===== src/rtl/rob_pkg.sv =====
// rtl/rob_pkg.sv - shared ROB widths, invalid-tag value and entry layout
package rob_pkg;

  localparam int TAG_W     = 4;
  localparam int DATA_W    = 32;
  localparam int OP_TYPE_W = 4;
  localparam int RD_W      = 5;

  localparam logic [TAG_W-1:0] TAG_INVALID = '1;

  typedef struct packed {
    logic                 busy;
    logic                 ready;
    logic [RD_W-1:0]      rd;
    logic [OP_TYPE_W-1:0] op;
    logic [DATA_W-1:0]    data;
  } rob_entry_t;

endpackage


===== src/rtl/rob.sv =====
// rtl/rob.sv - reorder buffer: tag allocation, CDB capture, in-order commit
module rob #(
  parameter int DEPTH  = 8,
  parameter int TAG_W  = rob_pkg::TAG_W,
  parameter int DATA_W = rob_pkg::DATA_W
) (
  input  logic                          clk,
  input  logic                          rst,
  input  logic                          flush,
  input  logic                          alloc_valid,
  input  logic [4:0]                    alloc_rd,
  input  logic [rob_pkg::OP_TYPE_W-1:0] alloc_op,
  output logic [TAG_W-1:0]              avail_tag,
  output logic                          full,
  input  logic                          cdb_valid,
  input  logic [TAG_W-1:0]              cdb_tag,
  input  logic [DATA_W-1:0]             cdb_data,
  output logic                          wb_valid,
  output logic [TAG_W-1:0]              wb_tag,
  output logic [4:0]                    wb_rd,
  output logic [DATA_W-1:0]             wb_data
);
  import rob_pkg::*;

  localparam int PTR_W = $clog2(DEPTH);
  localparam logic [TAG_W-1:0] TAG_INV = '1;

  rob_entry_t entries_q [DEPTH];
  rob_entry_t entries_d [DEPTH];

  logic [PTR_W-1:0]  head_q, head_d;
  logic [PTR_W-1:0]  tail_q, tail_d;
  logic [PTR_W:0]    count_q, count_d;
  logic              wb_valid_q, wb_valid_d;
  logic [TAG_W-1:0]  wb_tag_q, wb_tag_d;
  logic [4:0]        wb_rd_q, wb_rd_d;
  logic [DATA_W-1:0] wb_data_q, wb_data_d;

  logic             alloc_fire;
  logic             cdb_hit;
  logic             commit_fire;
  logic [PTR_W-1:0] cdb_idx;

  assign full      = (count_q == (PTR_W+1)'(DEPTH));
  assign avail_tag = TAG_W'(tail_q);
  assign wb_valid  = wb_valid_q;
  assign wb_tag    = wb_tag_q;
  assign wb_rd     = wb_rd_q;
  assign wb_data   = wb_data_q;

  assign cdb_idx     = cdb_tag[PTR_W-1:0];
  assign alloc_fire  = alloc_valid && !full;
  // Tags at or above DEPTH never name a live entry, so they are dropped too.
  assign cdb_hit     = cdb_valid && (cdb_tag != TAG_INV) && (cdb_tag < TAG_W'(DEPTH)) &&
                       entries_q[cdb_idx].busy && !entries_q[cdb_idx].ready;
  assign commit_fire = entries_q[head_q].busy && entries_q[head_q].ready;

  always_comb begin
    entries_d  = entries_q;
    head_d     = head_q;
    tail_d     = tail_q;
    count_d    = count_q;
    wb_valid_d = 1'b0;
    wb_tag_d   = TAG_INV;
    wb_rd_d    = wb_rd_q;
    wb_data_d  = wb_data_q;

    if (flush) begin
      for (int i = 0; i < DEPTH; i++) begin
        entries_d[i].busy  = 1'b0;
        entries_d[i].ready = 1'b0;
      end
      head_d  = '0;
      tail_d  = '0;
      count_d = '0;
    end else begin
      // Alloc targets a free slot and commit a ready one, so the three
      // updates below never touch the same field of the same entry.
      if (alloc_fire) begin
        entries_d[tail_q].busy  = 1'b1;
        entries_d[tail_q].ready = 1'b0;
        entries_d[tail_q].rd    = alloc_rd;
        entries_d[tail_q].op    = alloc_op;
        tail_d                  = tail_q + PTR_W'(1);
      end
      if (cdb_hit) begin
        entries_d[cdb_idx].ready = 1'b1;
        entries_d[cdb_idx].data  = cdb_data;
      end
      if (commit_fire) begin
        entries_d[head_q].busy  = 1'b0;
        entries_d[head_q].ready = 1'b0;
        wb_valid_d              = 1'b1;
        wb_tag_d                = TAG_W'(head_q);
        wb_rd_d                 = entries_q[head_q].rd;
        wb_data_d               = entries_q[head_q].data;
        head_d                  = head_q + PTR_W'(1);
      end
      if (alloc_fire && !commit_fire) begin
        count_d = count_q + (PTR_W+1)'(1);
      end else if (commit_fire && !alloc_fire) begin
        count_d = count_q - (PTR_W+1)'(1);
      end
    end
  end

  always_ff @(posedge clk or posedge rst) begin
    if (rst) begin
      for (int i = 0; i < DEPTH; i++) begin
        entries_q[i] <= '0;
      end
      head_q     <= '0;
      tail_q     <= '0;
      count_q    <= '0;
      wb_valid_q <= 1'b0;
      wb_tag_q   <= TAG_INV;
      wb_rd_q    <= '0;
      wb_data_q  <= '0;
    end else begin
      entries_q  <= entries_d;
      head_q     <= head_d;
      tail_q     <= tail_d;
      count_q    <= count_d;
      wb_valid_q <= wb_valid_d;
      wb_tag_q   <= wb_tag_d;
      wb_rd_q    <= wb_rd_d;
      wb_data_q  <= wb_data_d;
    end
  end

endmodule


===== config.mk =====
export PLATFORM = sky130hd
export DESIGN_NAME = rob
export DESIGN_NICKNAME = d
export VERILOG_FILES = /design/src/rtl/rob_pkg.sv /design/src/rtl/rob.sv
export SDC_FILE = /design/constraint.sdc
export NUM_CORES = 1
export LEC_CHECK = 0
export CORE_MARGIN = 2
export CORE_UTILIZATION = 60
export DETAILED_ROUTE_END_ITERATION = 10
export PLACE_DENSITY = 0.8
export SLEW_MARGIN = 25
export SYNTH_ARGS = -nofsm -noshare
export SYNTH_HDL_FRONTEND = slang
export SYNTH_SLANG_ARGS = --single-unit

===== constraint.sdc =====
create_clock -name clk -period 12.9 [get_ports clk]
set_clock_uncertainty 0.1 [all_clocks]
set_input_delay 1.935 -clock clk [delete_from_list [all_inputs] [get_ports clk]]
set_output_delay 1.935 -clock clk [all_outputs]
set_load 0.05 [all_outputs]

==> impl_metrics.toml <==
[global_routing]
grt_max_degree = 152
grt_pass1_wl_mm = 62.2
antenna_found_initial = 2
overflow = 0
grt_util_all_layers = 0.282
grt_pass1_vias = 11200

[clocking]
cts_sinks = 364
cts_root_buf = "clkbuf_16"
cts-htree-levels = 2
cts_buffers = 39
insertion_delay_ns = 0.52
clockBufferDepth = 3
cts_hold_buf = 0
postCtsSetupBuffers = 0
cts-resized-gates = 0
cts_tree = "done"
clk_pin_slew_ns = 0.06

[setup_path]
crit_fanout = 4
start_kind = "register"
rrSetupSlack_ns = 8.54
cp_data_required_time_ns = 10.86
end_kind = "output port"
r2r-end = "count_q[3]"
rr_worst_depth = 12
cp.arrival_ns = 2.34
r2r_start = "head_q[0]"
path_class = "reg -> out"

[timing]
rsz0062_at_grt = "false"
fmax_mhz = 228
drv_slew = 0
tns_ns = 0
finalCriticalPeriod_ns = 4.38
setup_slack_ns = 8.52
setup_viol = 0
final_hold_viol_count = 0
period_share = 0.339
tightest_slew_ns = 1.14
slew_headroom = 0.242

[detailed_routing]
ant_nets = 0
drt-initial-drc-count = 933
met3_length_mm = 2.48
post_drt_via_cell_ratio = 6.40
vias = 10700
wl_met2_mm = 19.1
highest-signal-layer = "met4"
wl_per_cell_um = 23.2
drcViolationCount = 0
firstDrtPassIters = 7
wirelength_mm = 39.0
wirelength_met1_mm = 16.2

[yosys]
yosysTopAreaCellShare = 0.554
synth.distinct_cells = 65
yosys-top-cells-area = "dfrtp_1, mux2_2, mux4_2"
syn_area_sq_mm = 0.0162
synth_area_leader_cell = "dfrtp_1"
synth-seq-cells = 364
synth-edff-count = 0
ys.flop_type = "dfrtp_1"
synth_cells = 1226
async_flop_share = 1.00
yosysWarnings = 0
seq_area_frac_synth = 0.561
syn_avg_cell_area_sq_um = 13.3
synth_nets = 1281

[layout]
finalNetCount = 1358
syn_to_final_growth_pct = 15.5
drive_above_1_share = 0.340

[placed_design]
portBuffers = 91
place_ws_ns = 8.16
place_hpwl_mm = 22.5
globalplace.congestion = 0.858

[floorplanning]
row_count = 60
die_area_sq_mm = 0.0284
die_width_um = 169
io_pins = 97
die_y_um = 169
coreArea_sq_mm = 0.0268
initial_utilization = 0.606

[power]
powerDensity_mw_per_mm2 = 147
max-vdd-ir-drop_uv = 122
p_leak_nw = 8.66

[run]
max-cap-violations = 0

[status]
status = "finished, final reports clean"

[hold_path]
hold_depth = 1
hold_class = "reg -> reg"
-- where the power goes --
group / leakage, nW / internal [mW] / switching, mW
clock network: 0.639 / 0.684 / 0.436
logic: 3.12 / 0.150 / 0.203
registers: 4.90 / 1.23 / 0.0520
total: 8.66 / 2.06 / 0.692
-- placed cells by master, fill, tap and decap left out, types with 14 or more instances in the layout --
cell type,synthesis,final
dfrtp_1,360,357
mux2_2,325,325
clkdlybuf4s50_1,0,91
nor2_1,81,77
nand2_1,58,58
clkbuf_16,0,41
a21oi_1,38,38
o21ai_0,28,28
a31oi_1,26,26
a22oi_1,26,26
buf_4,5,23
a221oi_1,21,21
mux4_2,20,20
mux2i_1,17,17
nor2b_1,15,14
clkbuf_8,0,14
-- worst max-delay path by stage --
stage	start	to	slack (ns)	cells past startpoint
5_1_grt	head_q[0]	count_q[3]	8.31	12
2_1_floorplan	rst	asynchronous set/reset pin	0.77	1
3_5_place_dp	alloc_valid	count_q[3]	8.16	9
6_report	count_q[0]	full	8.52	2
3_3_place_gp	alloc_valid	count_q[3]	8.25	9
4_1_cts	count_q[0]	full	8.52	2
-- worst max-delay path, cell delays in order (launching register included) --
cell and delay [ns]:
dfrtp_1 0.42, nor4b_1 0.51, clkdlybuf4s50_1 0.90
-- cell type report --
| cell class | instances | area [sq um] |
|---|---|---|
| diodes | 3 | 7.51 |
| clock buffers | 68 | 1270 |
| clock inverters | 3 | 42.5 |
| fillers | 1841 | 8030 |
| inverters | 13 | 61.3 |
| multi-input cells | 770 | 6750 |
| flip-flops and latches | 364 | 9120 |
| well taps | 341 | 427 |
| repair buffers | 115 | 1090 |
-- synth_stat cells, types with 15 or more instances --
master,number
dfrtp_1,360
mux2_2,325
nor2_1,81
nand2_1,58
buf_2,41
a21oi_1,38
o21ai_0,28
a22oi_1,26
a31oi_1,26
clkbuf_1,25
a221oi_1,21
mux4_2,20
mux2i_1,17
nor2b_1,15
-- stage by stage --
step	instances	hold WS [ns]	utilization	total power [mW]	cell area, sq um
global route	1676	0.409	0.700	2.85	18800
CTS	1674	0.402	0.700	2.77	18700
detailed placement	1603	0.389	0.651	1.65	17400
finish	1677	0.401	0.701	2.76	18800
floorplan	1226	0.369	-	1.53	16200
global placement	1603	0.381	0.651	1.64	17400
-- logic make-up after synthesis --
kind of cell	share of synthesized area
flops	0.561
compound gates	0.0822
buf+inv	0.0274
fa+ha+maj	0.00431
other cells	0.000231
xor+xnor	0.00216
simple gates	0.0593
mux	0.263
-- routing by layer --
layer | GRT usage | vias up
li1 | - | 4672
met1 | 0.384 | 5606
met2 | 0.463 | 357
met3 | 0.0496 | 93
met4 | 0.102 | 0
met5 | 0 | -
(Power assumes the default switching activity.)
